<file path="config.mk">
export PLATFORM = sky130hd
export DESIGN_NAME = macro_bist_ctrl
export DESIGN_NICKNAME = d
export VERILOG_FILES = /design/src/rtl/macro_bist_ctrl.sv
export SDC_FILE = /design/constraint.sdc
export NUM_CORES = 1
export LEC_CHECK = 0
export ABC_AREA = 0
export BUFFER_PORTS_ARGS = -buffer_cell sky130_fd_sc_hd__buf_2
export CAP_MARGIN = 25
export CELL_PAD_IN_SITES_DETAIL_PLACEMENT = 1
export CELL_PAD_IN_SITES_GLOBAL_PLACEMENT = 1
export CORE_MARGIN = 5
export CORE_UTILIZATION = 38
export CTS_CLUSTER_SIZE = 16
export DETAILED_ROUTE_END_ITERATION = 8
export GPL_TIMING_DRIVEN = 0
export PLACE_DENSITY = 0.87
export SYNTH_ARGS = -nofsm -noshare
export SYNTH_HDL_FRONTEND = slang
export SYNTH_SLANG_ARGS = --single-unit
</file>
<file path="constraint.sdc">
create_clock -name clk -period 2.2 [get_ports clk]
set_input_delay 0.11 -clock clk [delete_from_list [all_inputs] [get_ports clk]]
set_output_delay 0.11 -clock clk [all_outputs]
set_load 0.01 [all_outputs]
</file>
<file path="src/rtl/macro_bist_ctrl.sv">
// Memory/macro BIST controller: LFSR stimulus, latency-matched MISR response compaction.
// Optional abort input is enabled by defining MACRO_BIST_ABORT_EN.
module macro_bist_ctrl #(
    parameter int NUM_VECTORS = 256,
    parameter int RESP_LAT    = 1
) (
    input  logic        clk,
    input  logic        rst,
    input  logic        start,
    input  logic [7:0]  seed,
    input  logic [15:0] golden,
`ifdef MACRO_BIST_ABORT_EN
    input  logic        abort,
`endif
    input  logic [7:0]  resp_in,
    output logic [7:0]  stim_out,
    output logic        stim_valid,
    output logic        busy,
    output logic        done,
    output logic        pass,
    output logic [15:0] signature
);

    localparam logic [15:0] LAST_VEC   = 16'(NUM_VECTORS - 1);
    localparam logic [15:0] LAST_DRAIN = 16'(RESP_LAT - 1);

    typedef enum logic [1:0] {
        StIdle  = 2'd0,
        StRun   = 2'd1,
        StDrain = 2'd2,
        StDone  = 2'd3
    } state_e;

    state_e      state_q, state_d;
    logic [15:0] count_q, count_d;
    logic [7:0]  lfsr_q, lfsr_d;
    logic [15:0] sig_q, sig_d;
    logic        start_acc;
    logic        abort_hit;
    logic        pipe_clr;
    logic        dly_valid;
    logic [15:0] misr_next;
    logic [7:0]  lfsr_next;

`ifdef MACRO_BIST_ABORT_EN
    assign abort_hit = abort && (state_q == StRun || state_q == StDrain);
`else
    assign abort_hit = 1'b0;
`endif

    assign lfsr_next = {lfsr_q[6:0], lfsr_q[7] ^ lfsr_q[5] ^ lfsr_q[4] ^ lfsr_q[3]};
    assign misr_next = {sig_q[14:0], 1'b0} ^ (sig_q[15] ? 16'h1021 : 16'h0000)
                       ^ {8'h00, resp_in};

    always_comb begin
        state_d   = state_q;
        count_d   = count_q;
        lfsr_d    = lfsr_q;
        sig_d     = sig_q;
        start_acc = 1'b0;
        if (dly_valid) begin
            sig_d = misr_next;
        end
        unique case (state_q)
            StIdle, StDone: begin
                if (start) begin
                    start_acc = 1'b1;
                    state_d   = StRun;
                    lfsr_d    = (seed == 8'h00) ? 8'h01 : seed;
                    count_d   = '0;
                    sig_d     = 16'hFFFF;
                end
            end
            StRun: begin
                lfsr_d = lfsr_next;
                if (count_q == LAST_VEC) begin
                    count_d = '0;
                    state_d = (RESP_LAT > 0) ? StDrain : StDone;
                end else begin
                    count_d = count_q + 16'd1;
                end
            end
            StDrain: begin
                if (count_q == LAST_DRAIN) begin
                    count_d = '0;
                    state_d = StDone;
                end else begin
                    count_d = count_q + 16'd1;
                end
            end
            default: state_d = StIdle;
        endcase
        // Aborting freezes the signature; in-flight responses are discarded.
        if (abort_hit) begin
            state_d = StIdle;
            count_d = '0;
            sig_d   = sig_q;
        end
    end

    always_ff @(posedge clk) begin
        if (rst) begin
            state_q <= StIdle;
            count_q <= '0;
            lfsr_q  <= 8'h01;
            sig_q   <= 16'hFFFF;
        end else begin
            state_q <= state_d;
            count_q <= count_d;
            lfsr_q  <= lfsr_d;
            sig_q   <= sig_d;
        end
    end

    assign pipe_clr = start_acc | abort_hit;

    // Valid pipe aligns MISR updates with the macro's response latency.
    generate
        if (RESP_LAT == 0) begin : g_no_pipe
            assign dly_valid = stim_valid;
        end else begin : g_pipe
            logic [RESP_LAT-1:0] pipe_q;
            always_ff @(posedge clk) begin
                if (rst || pipe_clr) begin
                    pipe_q <= '0;
                end else begin
                    pipe_q[0] <= stim_valid;
                    for (int i = 1; i < RESP_LAT; i++) begin
                        pipe_q[i] <= pipe_q[i-1];
                    end
                end
            end
            assign dly_valid = pipe_q[RESP_LAT-1];
        end
    endgenerate

    assign stim_valid = (state_q == StRun);
    assign stim_out   = stim_valid ? lfsr_q : 8'h00;
    assign busy       = (state_q == StRun) || (state_q == StDrain);
    assign done       = (state_q == StDone);
    assign pass       = done && (sig_q == golden);
    assign signature  = sig_q;

endmodule

</file>
==> flow_summary_export.csv, run 1 <==
group,metric,value,unit
layout,drive_gt1_frac,0.2277,
layout,syn2layout_area_growth,21.57,%
sta,slew_violations,0,
worst_setup_path,path_class,"flop to flop",
sta,finalClockSkew,8.048,ps
floorplanning,rows,28,
routing,wl,6884,um
worst_setup_path,slowest_stage,"dfxtp_1",
floorplanning,dieArea,7804,sq um
worst_setup_path,crit_chain,"inv_1 > ha_1 > inv_1 > nor2_2 > clkbuf_2 > nand2_1 > a31oi_1",
sta,finalCriticalPeriod,2009,ps
sta,setup_viol,0,
synthesis,avgSynthCellArea,8.359,sq um
synthesis,synth.net_count,320,
clock_tree,cts_tree,"built",
sta,slew_headroom,0.6291,
floorplanning,start_util,0.3916,
routing,vias_per_cell,5.391,
synthesis,syn_inst,279,
synthesis,yosysMostFrequentCell,"dfxtp_1",
sta,rsz0062_at_grt,"false",
clock_tree,cts-root-buf,"clkbuf_8",
synthesis,netlist.area_leader.share,0.3691,
power_and_ir_drop,p_per_area,910.1,nW/um^2
clock_tree,cts_max_level,2,
clock_tree,clockBufferDepth,2,
worst_setup_path,endpoint_kind,"flop",
place,hpwl,5203,um
synthesis,synthTopCellsByCount,"43 x dfxtp_1, 40 x nand2_1, 26 x xnor2_1",
worst_setup_path,cp_data_arrival_time,2230,ps
synthesis,synth_area,2332,sq um
hold_path,hold_path.class,"input port to flop",
synthesis,yosysTopAreaCell,"dfxtp_1",
grt,grt_max_degree,13,
power_and_ir_drop,power.leakage,1.101,nW
worst_setup_path,slowest_delay,450,ps
clock_tree,cts_buffers,5,
routing,num_vias,2275,
routing,ant_nets,0,
synthesis,synthArstFlopShare,0,
power_and_ir_drop,peakVddDrop,0.5782,mV
synthesis,ys_warn_count,0,
layout,diodes,0,
clock_tree,cts.sinks,43,
layout,fin_nets,387,
layout,fillers,779,
grt,overflow,0,
sta,finalSetupTns,0,ps
run,max_cap_viol_count,0,
worst_setup_path,start_kind,"flop",
clock_tree,insertion_delay,300,ps
synthesis,synth_ff_type,"dfxtp_1",
routing,drtIter0Drc,88,
sta,finalHoldViolCount,0,
place,place.gp.congestion,0.7560,
grt,grt_pass1_vias,2322,
sta,holdWs,165.7,ps
clock_tree,post_cts_buffers,0,
synthesis,synth_area_leaders,"dfxtp_1 37%, xnor2_1 9.8%, nand2_1 6.4%, mux2i_1 3.4%, nor2_1 3.4%",
floorplanning,die_h,88.34,um
clock_tree,hold_buffers,0,
routing,drt_drc_violations_left,0,
sta,min_period_over_period,0.9131,
outcome,outcome,"complete, no violations",
synthesis,ys_types,36,
floorplanning,ios,63,
synthesis,synth-seq-cells,43,
routing,post_drt_wl_per_cell,16.31,um
routing,first_pass_iters,4,
synthesis,synth_edf_count,0,
grt,antenna_found_initial,0,
synthesis,yosysSeqAreaShare,0.3691,
place,portBuffers,61,
grt,grt_pass1_wl,10960,um
sta,worst_pin_slew,556.4,ps
worst_setup_path,path_max_fanout,10,
sta,fmax,497.8,MHz
floorplanning,die_w,88.34,um
worst_setup_path,path_common_cell,"inv_1",
clock_tree,clk_pin_slew_worst_paths,80,ps
floorplanning,core_area,5956,sq um
grt,grt_usage,0.1788,
worst_setup_path,worstPathRequired,2420,ps
-- worst paths after layout --
| path | end | from | depth (start not counted) | slack [ps] |
|---|---|---|---|---|
| worst max-delay path | count_q[13] | state_q[0] | 7 | 190 |
| worst min-delay path | lfsr_q[6] | seed[6] | 3 | 170 |
| worst max register to register | count_q[13] | state_q[0] | 7 | 190 |
| worst min register to register | lfsr_q[0] | lfsr_q[0] | 2 | 490 |
-- cell type report --
cell class | instances | area, sq um | share of cell area
inverter | 10 | 37.54 | 0.01324
multi-input combinational | 213 | 1395 | 0.4921
clock buffer | 7 | 76.32 | 0.02692
buffer | 12 | 61.31 | 0.02162
clock inverter | 1 | 5.005 | 0.001765
tap | 75 | 93.84 | 0.03310
sequential | 43 | 860.8 | 0.3036
timing repair buffer | 61 | 305.3 | 0.1077
-- what timing repair did --
action / CTS / global route
cloned: 0 / 0
resized for setup: 1 / 5
endpoints found under the setup margin: 1 / 18
-- through the flow --
| stage | instance area [sq um] | total power, mW | util | cells | setup WS (ps) |
|---|---|---|---|---|---|
| 4_1_cts | 2814 | 2.591 | 0.4725 | 423 | 65.89 |
| 3_3_place_gp | 2731 | 2.039 | 0.4586 | 415 | 144.3 |
| 6_report | 2835 | 2.580 | 0.4761 | 422 | 191.3 |
| 3_5_place_dp | 2731 | 2.087 | 0.4586 | 415 | 32.98 |
| 5_1_grt | 2835 | 2.769 | 0.4761 | 422 | 18.64 |
| 2_1_floorplan | 2332 | 1.739 | - | 279 | 445.8 |
-- metal layers --
| metal | part of all wire | track usage | up-vias |
|---|---|---|---|
| met5 | 0 | 0 | - |
| met4 | 0.0071 | 0.04258 | 0 |
| met3 | 0.066 | 0.04469 | 6 |
| met2 | 0.50 | 0.3311 | 63 |
| met1 | 0.42 | 0.2053 | 1096 |
| li1 | - | - | 1110 |
-- power breakdown --
part | switching, mW | internal, mW
sequential | 0.109 | 0.897
clock | 0.272 | 0.223
combinational | 0.653 | 0.427
total | 1.03 | 1.55
-- registers in the layout (all words and copies together) (netlist names) --
signal	count
count_q	16
dly_valid	1
lfsr_q	8
signature	16
state_q	2
-- critical path: cells and delay by family, from the launching register on --
| kind | cells | cell delay [ps] |
|---|---|---|
| flops | 1 | 450 |
| compound gates | 1 | 170 |
| fa+ha+maj | 1 | 410 |
| buf+inv | 3 | 540 |
| simple gates | 2 | 380 |
-- layout by cell type (no fill, tap or decap), drive strengths merged, types with 4 or more instances in the layout --
cell / Yosys / layout
nor3: 6 / 6
nand4: 8 / 8
a211oi: 10 / 10
nor2: 21 / 21
buf: 4 / 64
nand2: 40 / 40
clkbuf: 9 / 16
o21ai: 13 / 13
ha: 6 / 6
nand3: 8 / 8
xnor2: 26 / 26
and2: 10 / 10
a21oi: 12 / 12
mux2i: 8 / 8
a31oi: 6 / 6
xor2: 9 / 9
inv: 10 / 10
nor4: 7 / 7
dfxtp: 43 / 43
a22oi: 7 / 7
nand3b: 4 / 4
-- cells by family (layout without fill, tap and decap cells) --
kind of cell | after synthesis | after routing | share of synthesized area
and+or+nand+nor | 111 | 111 | 0.2457
AOI/OAI and AO/OA | 53 | 53 | 0.1438
DFF | 43 | 43 | 0.3691
xor gates and xnor gates | 35 | 35 | 0.1314
buffers and inverters | 23 | 91 | 0.04346
muxes | 8 | 8 | 0.03434
adders and majority gates | 6 | 6 | 0.03219
Power figures use the tool's default switching activity.
==> run 2, diff against run 1 <==
--- a/config.mk
+++ b/config.mk
@@ -16,6 +16,7 @@
 export DETAILED_ROUTE_END_ITERATION = 8
 export GPL_TIMING_DRIVEN = 0
 export PLACE_DENSITY = 0.87
+export RECOVER_POWER = 25
 export SYNTH_ARGS = -nofsm -noshare
 export SYNTH_HDL_FRONTEND = slang
 export SYNTH_SLANG_ARGS = --single-unit
==> flow_summary_export.csv, run 2 (synthesis gave the netlist of run 1 again) <==
group,metric,value,unit
outcome,outcome,"complete, no violations",
sta,finalClockSkew,8.019,ps
sta,worst_pin_slew,556.7,ps
grt,antenna_found_initial,0,
place,dp_slack,32.98,ps
power_and_ir_drop,power_frac_seq,0.391,
power_and_ir_drop,peakVddDrop,0.5782,mV
layout,diodes,0,
hold_path,min_path_cells,3,
grt,grt_max_degree,13,
routing,drt_drc_violations_left,0,
worst_setup_path,worstPathRequired,2420,ps
power_and_ir_drop,power_switching_share,0.4010,
floorplanning,dieArea,7804,sq um
routing,drtIter0Drc,84,
sta,finalCriticalPeriod,2006,ps
worst_setup_path,start_kind,"flop",
place,place.gp.congestion,0.7560,
grt,grt_pass1_vias,2322,
worst_setup_path,rr_startpoint,"state_q[0]",
floorplanning,rows,28,
clock_tree,clk_pin_slew_worst_paths,80,ps
floorplanning,ios,63,
clock_tree,cts_tree,"built",
clock_tree,insertion_delay,300,ps
worst_setup_path,path_max_fanout,10,
floorplanning,die_h,88.34,um
routing,vias_per_cell,5.393,
grt,overflow,0,
routing,post_drt_wl_per_cell,16.36,um
floorplanning,core_area,5956,sq um
routing,first_pass_iters,4,
worst_setup_path,endpoint,"count_q[13]",
layout,mostFrequentLayoutCells,"44 x buf_2, 43 x dfxtp_1, 40 x nand2_1",
clock_tree,cts-root-buf,"clkbuf_8",
power_and_ir_drop,combPwrFrac,0.418,
layout,syn2layout_area_growth,20.65,%
sta,slew_headroom,0.6289,
worst_setup_path,r2r_cells,7,
power_and_ir_drop,p_sw,1.032,mW
routing,num_vias,2276,
power_and_ir_drop,p_int,1.542,mW
sta,finalSetupTns,0,ps
worst_setup_path,cp_data_arrival_time,2230,ps
place,hpwl,5203,um
power_and_ir_drop,p_per_area,914.8,nW/um^2
layout,drive_gt1_frac,0.1787,
routing,wl,6902,um
clock_tree,clockBufferDepth,2,
floorplanning,start_util,0.3916,
power_and_ir_drop,power.leakage,1.078,nW
place,portBuffers,61,
routing,ant_nets,0,
layout,fin_nets,387,
clock_tree,cts_buffers,5,
worst_setup_path,endpoint_kind,"flop",
worst_setup_path,path_class,"flop to flop",
worst_setup_path,r2r_setup_slack,190,ps
sta,setup_viol,0,
sta,fin_ws,194.1,ps
sta,slew_violations,0,
worst_setup_path,reg2reg_to,"count_q[13]",
sta,finalHoldViolCount,0,
sta,min_period_over_period,0.9118,
sta,rsz0062_at_grt,"false",
hold_path,hold_path.class,"input port to flop",
clock_tree,cts.sinks,43,
run,max_cap_viol_count,0,
layout,layout_commonest_cell,"buf_2",
sta,fmax,498.5,MHz
grt,grt_usage,0.1788,
floorplanning,die_w,88.34,um
worst_setup_path,crit_start,"state_q[0]",
grt,grt_pass1_wl,10960,um
power_and_ir_drop,clockPowerShare,0.192,
clock_tree,cts_max_level,2,
run 2: cell type report:
cell class	instances	area, sq um
Inverter	10	37.54
Buffer	12	61.31
Clock inverter	1	5.005
Multi-Input combinational cell	213	1395
Fill cell	785	3142
Timing Repair Buffer	61	284.0
Clock buffer	7	76.32
Tap cell	75	93.84
Sequential cell	43	860.8
run 2: worst min path at each step:
stage,from,endpoint,slack [ps]
2_1_floorplan,start,state_q[1],320
3_3_place_gp,lfsr_q[0],lfsr_q[0],450
3_5_place_dp,lfsr_q[0],lfsr_q[0],460
4_1_cts,seed[6],lfsr_q[6],160
5_1_grt,seed[2],lfsr_q[2],190
6_report,seed[6],lfsr_q[6],170
run 2: repair_timing:
action                                  CTS  global route
buffers inserted                          0             0
endpoints found under the setup margin    1            18
pin swaps                                 0             0
gates cloned                              0             0
resized for setup                         1             5
hold buffers                              0             0
run 2: power groups by stage:
stage / sequential [mW] / clock (mW) / combinational [mW]
after floorplan: 1.00 / 0 / 0.739
after global placement: 1.01 / 0 / 1.03
after detailed placement: 1.02 / 0 / 1.07
after CTS: 1.00 / 0.505 / 1.08
after global routing: 1.02 / 0.545 / 1.20
final: 1.01 / 0.494 / 1.07
run 2: critical path, stage by stage, from the launching register on:
cell,delay (ps)
dfxtp_1,450
inv_1,80
ha_1,410
inv_1,140
nor2_2,280
clkbuf_2,320
nand2_1,100
a31oi_1,170
run 2: per-layer routing:
metal / vias up / part of all wire / global-route usage
met5: - / 0 / 0
met4: 0 / 0.0071 / 0.04258
met3: 6 / 0.066 / 0.04469
met2: 61 / 0.50 / 0.3311
met1: 1100 / 0.43 / 0.2053
li1: 1109 / - / -
run 2: stage by stage:
stage	area, sq um	hold slack, ps	util	total power [mW]	std cells
finish	2814	165.7	0.4725	2.574	422
global route	2814	194.9	0.4725	2.765	422
CTS	2814	163.0	0.4725	2.591	423
detailed placement	2731	463.8	0.4586	2.087	415
global placement	2731	452.4	0.4586	2.039	415
floorplan	2332	321.4	-	1.739	279
